### src/rtl/serial_subtractor_ctrl.sv
// -----------------------------------------------------------------------------
// serial_subtractor_ctrl
//
// Bit-serial unsigned subtractor with a valid/ready operand port and a
// valid/ready result port. One full-subtract cell is reused every clock,
// working LSB first. The borrow ripples between bits through a register.
// A WIDTH-bit operation takes WIDTH cycles in RUN, followed by DONE. DONE
// holds the result until the consumer takes it.
//
// Ports
//   clk        : single clock, rising edge
//   rst        : asynchronous, active-high reset
//   in_valid   : operand set (a, b, bin) offered
//   in_ready   : controller idle and able to accept operands
//   a          : minuend, unsigned, WIDTH bits
//   b          : subtrahend, unsigned, WIDTH bits
//   bin        : borrow-in
//   abort      : synchronous cancel of the operation in RUN or DONE
//   out_valid  : result available (registered)
//   out_ready  : consumer accepts the result
//   diff       : (a - b - bin) mod 2^WIDTH (registered)
//   bout       : final borrow-out, 1 iff a < b + bin
//   busy       : high while in RUN or DONE
// -----------------------------------------------------------------------------
module serial_subtractor_ctrl #(
    parameter int WIDTH = 8
) (
    input  logic             clk,
    input  logic             rst,
    input  logic             in_valid,
    output logic             in_ready,
    input  logic [WIDTH-1:0] a,
    input  logic [WIDTH-1:0] b,
    input  logic             bin,
    input  logic             abort,
    output logic             out_valid,
    input  logic             out_ready,
    output logic [WIDTH-1:0] diff,
    output logic             bout,
    output logic             busy
);

    localparam int CNT_W = (WIDTH > 2) ? $clog2(WIDTH) : 1;
    localparam logic [CNT_W-1:0] LAST_BIT = CNT_W'(WIDTH - 1);

    typedef enum logic [1:0] {
        IDLE = 2'd0,
        RUN  = 2'd1,
        DONE = 2'd2
    } state_t;

    state_t state_q, state_d;

    // Operand shift registers and the partial result. These carry no
    // reset because every operation starts by loading them on accept.
    logic [WIDTH-1:0] a_q, a_d;
    logic [WIDTH-1:0] b_q, b_d;
    logic [WIDTH-1:0] res_q, res_d;

    // Control state and registered outputs.
    logic [CNT_W-1:0] cnt_q, cnt_d;
    logic             borrow_q, borrow_d;
    logic [WIDTH-1:0] diff_q, diff_d;
    logic             bout_q, bout_d;
    logic             out_valid_q, out_valid_d;

    // 1-bit full-subtract cell
    function automatic logic fs_diff(input logic x, input logic y, input logic bi);
        return x ^ y ^ bi;
    endfunction

    function automatic logic fs_borrow(input logic x, input logic y, input logic bi);
        return (~x & y) | (~(x ^ y) & bi);
    endfunction

    logic cell_diff;
    logic cell_bout;
    logic accept;
    logic last_bit;
    logic [WIDTH-1:0] res_shifted;

    assign cell_diff   = fs_diff(a_q[0], b_q[0], borrow_q);
    assign cell_bout   = fs_borrow(a_q[0], b_q[0], borrow_q);
    assign res_shifted = {cell_diff, res_q[WIDTH-1:1]};
    assign last_bit    = (cnt_q == LAST_BIT);

    // in_ready drops as soon as rst rises, without waiting for the clock.
    assign in_ready = (state_q == IDLE) && !rst;
    // abort beats a same-cycle accept.
    assign accept   = in_valid && in_ready && !abort;

    assign busy      = (state_q == RUN) || (state_q == DONE);
    assign out_valid = out_valid_q;
    assign diff      = diff_q;
    assign bout      = bout_q;

    // Next-state logic
    always_comb begin
        state_d = state_q;
        unique case (state_q)
            IDLE: begin
                if (accept) begin
                    state_d = RUN;
                end
            end
            RUN: begin
                if (abort) begin
                    state_d = IDLE;
                end else if (last_bit) begin
                    state_d = DONE;
                end
            end
            DONE: begin
                // abort takes precedence over a simultaneous out handshake;
                // either way the next state is IDLE.
                if (abort || out_ready) begin
                    state_d = IDLE;
                end
            end
            default: state_d = IDLE;
        endcase
    end

    // Datapath and output next values
    always_comb begin
        a_d         = a_q;
        b_d         = b_q;
        res_d       = res_q;
        cnt_d       = cnt_q;
        borrow_d    = borrow_q;
        diff_d      = diff_q;
        bout_d      = bout_q;
        out_valid_d = out_valid_q;

        unique case (state_q)
            IDLE: begin
                if (accept) begin
                    a_d      = a;
                    b_d      = b;
                    borrow_d = bin;
                    cnt_d    = '0;
                    res_d    = '0;
                end
            end
            RUN: begin
                if (abort) begin
                    cnt_d       = '0;
                    borrow_d    = 1'b0;
                    diff_d      = '0;
                    bout_d      = 1'b0;
                    out_valid_d = 1'b0;
                end else begin
                    a_d      = a_q >> 1;
                    b_d      = b_q >> 1;
                    res_d    = res_shifted;
                    borrow_d = cell_bout;
                    cnt_d    = cnt_q + CNT_W'(1);
                    if (last_bit) begin
                        // The final bit completes the result. Publish it to
                        // the output registers in the same edge so that
                        // diff/bout are already stable when out_valid rises.
                        cnt_d       = '0;
                        diff_d      = res_shifted;
                        bout_d      = cell_bout;
                        out_valid_d = 1'b1;
                    end
                end
            end
            DONE: begin
                if (abort) begin
                    diff_d      = '0;
                    bout_d      = 1'b0;
                    out_valid_d = 1'b0;
                    borrow_d    = 1'b0;
                end else if (out_ready) begin
                    // diff/bout keep the last result after the handshake.
                    out_valid_d = 1'b0;
                end
            end
            default: begin
                cnt_d       = '0;
                borrow_d    = 1'b0;
                out_valid_d = 1'b0;
            end
        endcase
    end

    // State register
    always_ff @(posedge clk or posedge rst) begin
        if (rst) begin
            state_q <= IDLE;
        end else begin
            state_q <= state_d;
        end
    end

    // Control and output registers, cleared asynchronously
    always_ff @(posedge clk or posedge rst) begin
        if (rst) begin
            cnt_q       <= '0;
            borrow_q    <= 1'b0;
            diff_q      <= '0;
            bout_q      <= 1'b0;
            out_valid_q <= 1'b0;
        end else begin
            cnt_q       <= cnt_d;
            borrow_q    <= borrow_d;
            diff_q      <= diff_d;
            bout_q      <= bout_d;
            out_valid_q <= out_valid_d;
        end
    end

    // Operand and partial-result shift registers
    always_ff @(posedge clk) begin
        a_q   <= a_d;
        b_q   <= b_d;
        res_q <= res_d;
    end

endmodule
### config.mk
export PLATFORM = sky130hd
export DESIGN_NAME = serial_subtractor_ctrl
export DESIGN_NICKNAME = d
export VERILOG_FILES = /design/src/rtl/serial_subtractor_ctrl.sv
export SDC_FILE = /design/constraint.sdc
export NUM_CORES = 1
export LEC_CHECK = 0
export CAP_MARGIN = 20
export CORE_ASPECT_RATIO = 0.6
export CORE_MARGIN = 2
export CORE_UTILIZATION = 45
export CTS_CLUSTER_DIAMETER = 80
export DETAILED_ROUTE_END_ITERATION = 16
export DONT_BUFFER_PORTS = 1
export PLACE_DENSITY = 0.57
export SLEW_MARGIN = 30
export SYNTH_ARGS = -nofsm -noshare
export SYNTH_HDL_FRONTEND = slang
export SYNTH_SLANG_ARGS = --single-unit
### constraint.sdc
create_clock -name clk -period 4.2 [get_ports clk]
set_input_delay 0.42 -clock clk [delete_from_list [all_inputs] [get_ports clk]]
set_output_delay 0.42 -clock clk [all_outputs]
set_load 0.03 [all_outputs]
After elaboration in Yosys (flattened, before gate mapping)
Index checks and enable logic that the tools add are counted.

operators by class
  $add $sub $neg = 1
  eq/ne operators = 9
  muxes and demuxes = 34
  bitwise operators = 9
  reduce and logical (&&, ||, !) cells = 16

operators with widths
  cell                                                  number
  two-way mux 8 bit                                     9
  case mux 8 bit (2 select lines)                       4
  AND reduction 3 bit                                   4
  two-way mux 1 bit                                     9
  two-way mux 3 bit                                     3
  case mux 3 bit (3 select lines)                       1
  two-way mux 2 bit                                     4
  != test 2 bit (second input constant)                 3
  != test 3 bit (second input constant)                 2
  case mux 1 bit (3 select lines)                       2
  case mux 2 bit (3 select lines)                       1
  NOT 1 bit                                             4
  AND reduction 2 bit                                   2
  nonzero test 2 bit                                    2
  adder 3 x 1 -> 3 bit (second input constant)          1
  equality test 3 bit (second input constant)           1
  logical AND 1 bit                                     3
  AND 1 bit                                             2
  equality test 2 x 1 -> 1 bit (second input constant)  1
  equality test 2 bit (second input constant)           1
  zero test 1 bit                                       2
  zero test 2 bit                                       1
  logical OR 1 bit                                      2
  != test 2 x 1 -> 1 bit (second input constant)        1
  other kinds (3)                                       4

storage, ports and cells
  flip-flop bits (word level) = 40
  input bits = 22
  output and inout bits = 12

Depth between registers and ports, before layout
  depth after elaboration = 7
  gate-level depth with buffers = 7

Least setup slack after synthesis
Ideal clock, no wire load.

  path kind = input -> register
  start = in rst
  end = reg a_q[0], enable pin
  library setup time = 0.411 ns
  arrival = 2.310 ns
  required time = 3.789 ns
  path slack = 1.479 ns
  cell stages on the path = 4
  path buffers = 1
  cell sequence = inv_1 > a31oi_1 > buf_2 > a21oi_1

between the ends
  word-level cells in the longest chain between the ends = 6

ends and longest elaborated chain
  element                               RTL line  source
  from (decl)                           29        input logic rst,
  zero test 1 bit (no source line)      n/a
  logical AND 1 bit                     88        assign in_ready = (state_q == IDLE) && !rst;
  logical AND 1 bit (2 in a row)        90        assign accept = in_valid && in_ready && !abort;
  != test 2 bit (no source line)        n/a
  AND reduction 3 bit (no source line)  n/a
  to (signal assigned)                  216       a_q <= a_d;
  to (decl)                             56        logic [WIDTH-1:0] a_q, a_d;

No other way between the ends.
A chain may end at the register's enable or synchronous reset.

Worst setup path after layout
  start = reg state_q[1]
  end = reg diff_q[1] (netlist: diff[1])

between the ends
  word-level cells in the longest chain between the ends = 3

ends and longest elaborated chain
  element                                                                     RTL line  source
  from (decl)                                                                 52        state_t state_q, state_d;
  from (signal assigned)                                                      193       state_q <= state_d;
  equality test 2 x 1 -> 1 bit / equality test 2 bit (equally long branches)  135       unique case (state_q)
  != test 3 bit (no source line), or another cell as far along                n/a
  AND reduction 3 bit (no source line)                                        n/a
  to (signal assigned)                                                        208       diff_q <= diff_d;
  to (decl)                                                                   63        logic [WIDTH-1:0] diff_q, diff_d;

Parallel ways exist; a longest one is shown, timed or not.

==> reports/qor.txt <==
outcome - complete, no violations
Synth top cells by count - 23 x edfxtp_1, 16 x dfrtp_1, 14 x mux2_2
endpoint type of the worst setup path - flop
peak supply drop - 0.000353 V
initial core utilization - 47.1%
top cell type's share of synthesized area - 39.9%
post-synth cell types - 30
Buf/Inv on CP - 2
share of cells above drive strength 1 - 21.1%
# hold bufs at CTS - 0
routed len/inst - 16.2 um
CORE AREA - 3680 um^2
Port Buffer Count - 0
# Max-Cap Violations - 0
max incr delay on CP - 0.50 ns
crit path DAT - 2.24 ns
I/O pins - 34
Sum Neg Setup Slack - 0 ns
total grt overflow - 0
Placer Congestion - 0.745
fmax - 0.484 GHz
die width - 84.1 um
Power Density - 818 nW/um^2
RSZ-0062 raised after global routing - no
Crit-path slowest cell - ha_2
Synth Warn # - 0
CP Cell Sequence - inv_1 -> ha_2 -> inv_2 -> o21a_1 -> and3_1 -> a22o_1
# Post-CTS Setup Buffers - 0
kind of cell adding the most delay to the critical path - compound AO/OA/AOI/OAI gates
worst skew pair latency - 0.28 ns
ys flop type - edfxtp_1
cell with the most instances after synthesis - edfxtp_1
worst hold path class - in -> async
largest net degree at the start of global routing - 25
Avg Cell Area, Syn - 14.1 um^2
critical path type - reg -> reg
drc violations - 0
die height - 52.1 um
DRT Pass-1 Iters - 4
H-tree Lvls - 2
largest cells by area after synthesis - edfxtp_1 40%, dfrtp_1 23%, mux2_2 9.1%
final-stage net count - 156
Post-synth EDFFs - 23
Setup-failing EPs final - 0
Final ANT Viol Nets - 0
PnR worst setup slack - 2.14 ns
dpl ws - 1.78 ns
CTS Buf Count - 5
Antenna Cells - 0
Area growth syn-to-layout - 7.73%
synthesis-stage register bit count - 39
leading area contributor after synthesis - edfxtp_1
ys async rst share - 41.0%
Net Count, Synth - 152
HPWL Detailed - 2.01 mm
Period minus WS final - 2.06 ns
first-pass GRT wire length - 4.89 mm
Worst EP required - 4.37 ns
CTS Sinks - 39
Max Fanout on Critical Path - 24
slew of the pin with the lowest slew margin - 0.636 ns
Iter 0 DRT Violations - 71
Slew headroom - 57.6%
root buffer cell - clkbuf_8
total power - 0.00153 W
site row count - 17
vias in the first global route - 991
Syn Inst Count - 123
Via-to-Cell Ratio - 5.53
All-Layer GR Usage - 15.3%
Routed WL - 2.84 mm
via count - 967
Hold Fails Final Rpt - 0
maximum clock insertion buffer count - 2
TritonCTS clock tree - yes
Cell Area, Synth - 1730 um^2
clock slew at reported path FFs - 0.07 ns
initial antenna violation count - 0
period utilization - 49.2%
Seq/Total Area, Yosys - 63.0%
Clock Skews - 0.00635 ns
# resized after CTS - 0
Finished Core Util - 50.7%
count of pins over their slew limit - 0
Setup crit start kind - flop
Hold Worst Slack - 0.101 ns
Leak Pwr - 0.739 nW
die area - 4380 um^2
## worst register-to-register path: cells and delay by family, from the launching register on
family / cells / cell delay, ns
flip-flops: 1 / 0.42
buffers and inverters: 2 / 0.24
AO/OA/AOI/OAI: 2 / 0.51
adder cells (fa/ha/maj): 1 / 0.50
AND/OR/NAND/NOR: 1 / 0.29
## registers in the layout, indices dropped and copies added, names as in the netlist
register / cells
bout: 1
res_q: 7
borrow_q: 1
diff: 8
out_valid: 1
a_q: 8
b_q: 8
cnt_q: 3
state_q: 2
## through the flow
stage / cell area [um^2] / std cells
floorplan: 1730 / 123
global placement: 1780 / 167
detailed placement: 1780 / 167
CTS: 1860 / 175
global route: 1870 / 175
finish: 1870 / 175
## path summary, 6_finish.rpt
| check | startpoint | endpoint | slack (ns) | cells past startpoint |
|---|---|---|---|---|
| max | state_q[1] | diff[1] | 2.14 | 6 |
| min reg2reg | res_q[1] | diff[0] | 0.48 | 1 |
| min in group clk | abort | diff[7] | 0.22 | 1 |
| min | rst | state_q[0] | 0.10 | 1 |
| max in group asynchronous | rst | cnt_q[1] | 3.69 | 1 |
| max reg2reg | state_q[1] | diff[1] | 2.14 | 6 |
## cell type report
cell class	instances	area [um^2]
repair buffers	1	7.51
inverters	10	37.5
clock buffers	8	80.1
fillers	325	1810
flip-flops and latches	39	1090
multi-input cells	70	591
well taps	47	58.8
## where the power goes
part / internal, W / total [W] / switching (W)
clock network: 0.000118 / 0.000241 / 0.000123
logic: 0.000222 / 0.000524 / 0.000302
registers: 0.000637 / 0.000763 / 0.000126
total: 0.000977 / 0.00153 / 0.000550
## logic make-up after synthesis
family	after synthesis	share of synthesized area (%)
flops	39	63.0
compound gates	26	10.9
simple gates	20	6.00
mux	17	11.0
buf+inv	14	3.61
fa+ha+maj	7	5.49
## metal layers
metal / global-route usage, % / wire [um]
met5: 0 / 0
met4: 6.45 / 33
met3: 6.03 / 175
met2: 20.0 / 1150
met1: 22.2 / 1480
## cells in the final DEF (no fill, tap or decap), types with 2 or more instances in the layout
master,instances
a21oi_1,3
a22o_1,9
and2_1,6
clkbuf_1,3
clkbuf_8,5
dfrtp_1,16
edfxtp_1,23
ha_1,5
inv_1,7
inv_2,3
mux2_1,2
mux2_2,14
nand2_1,5
nor2_1,3
nor2b_1,3
o21ai_1,2
o22ai_1,2
o31ai_1,3
Note: power is estimated with default switching activity, not from simulation.
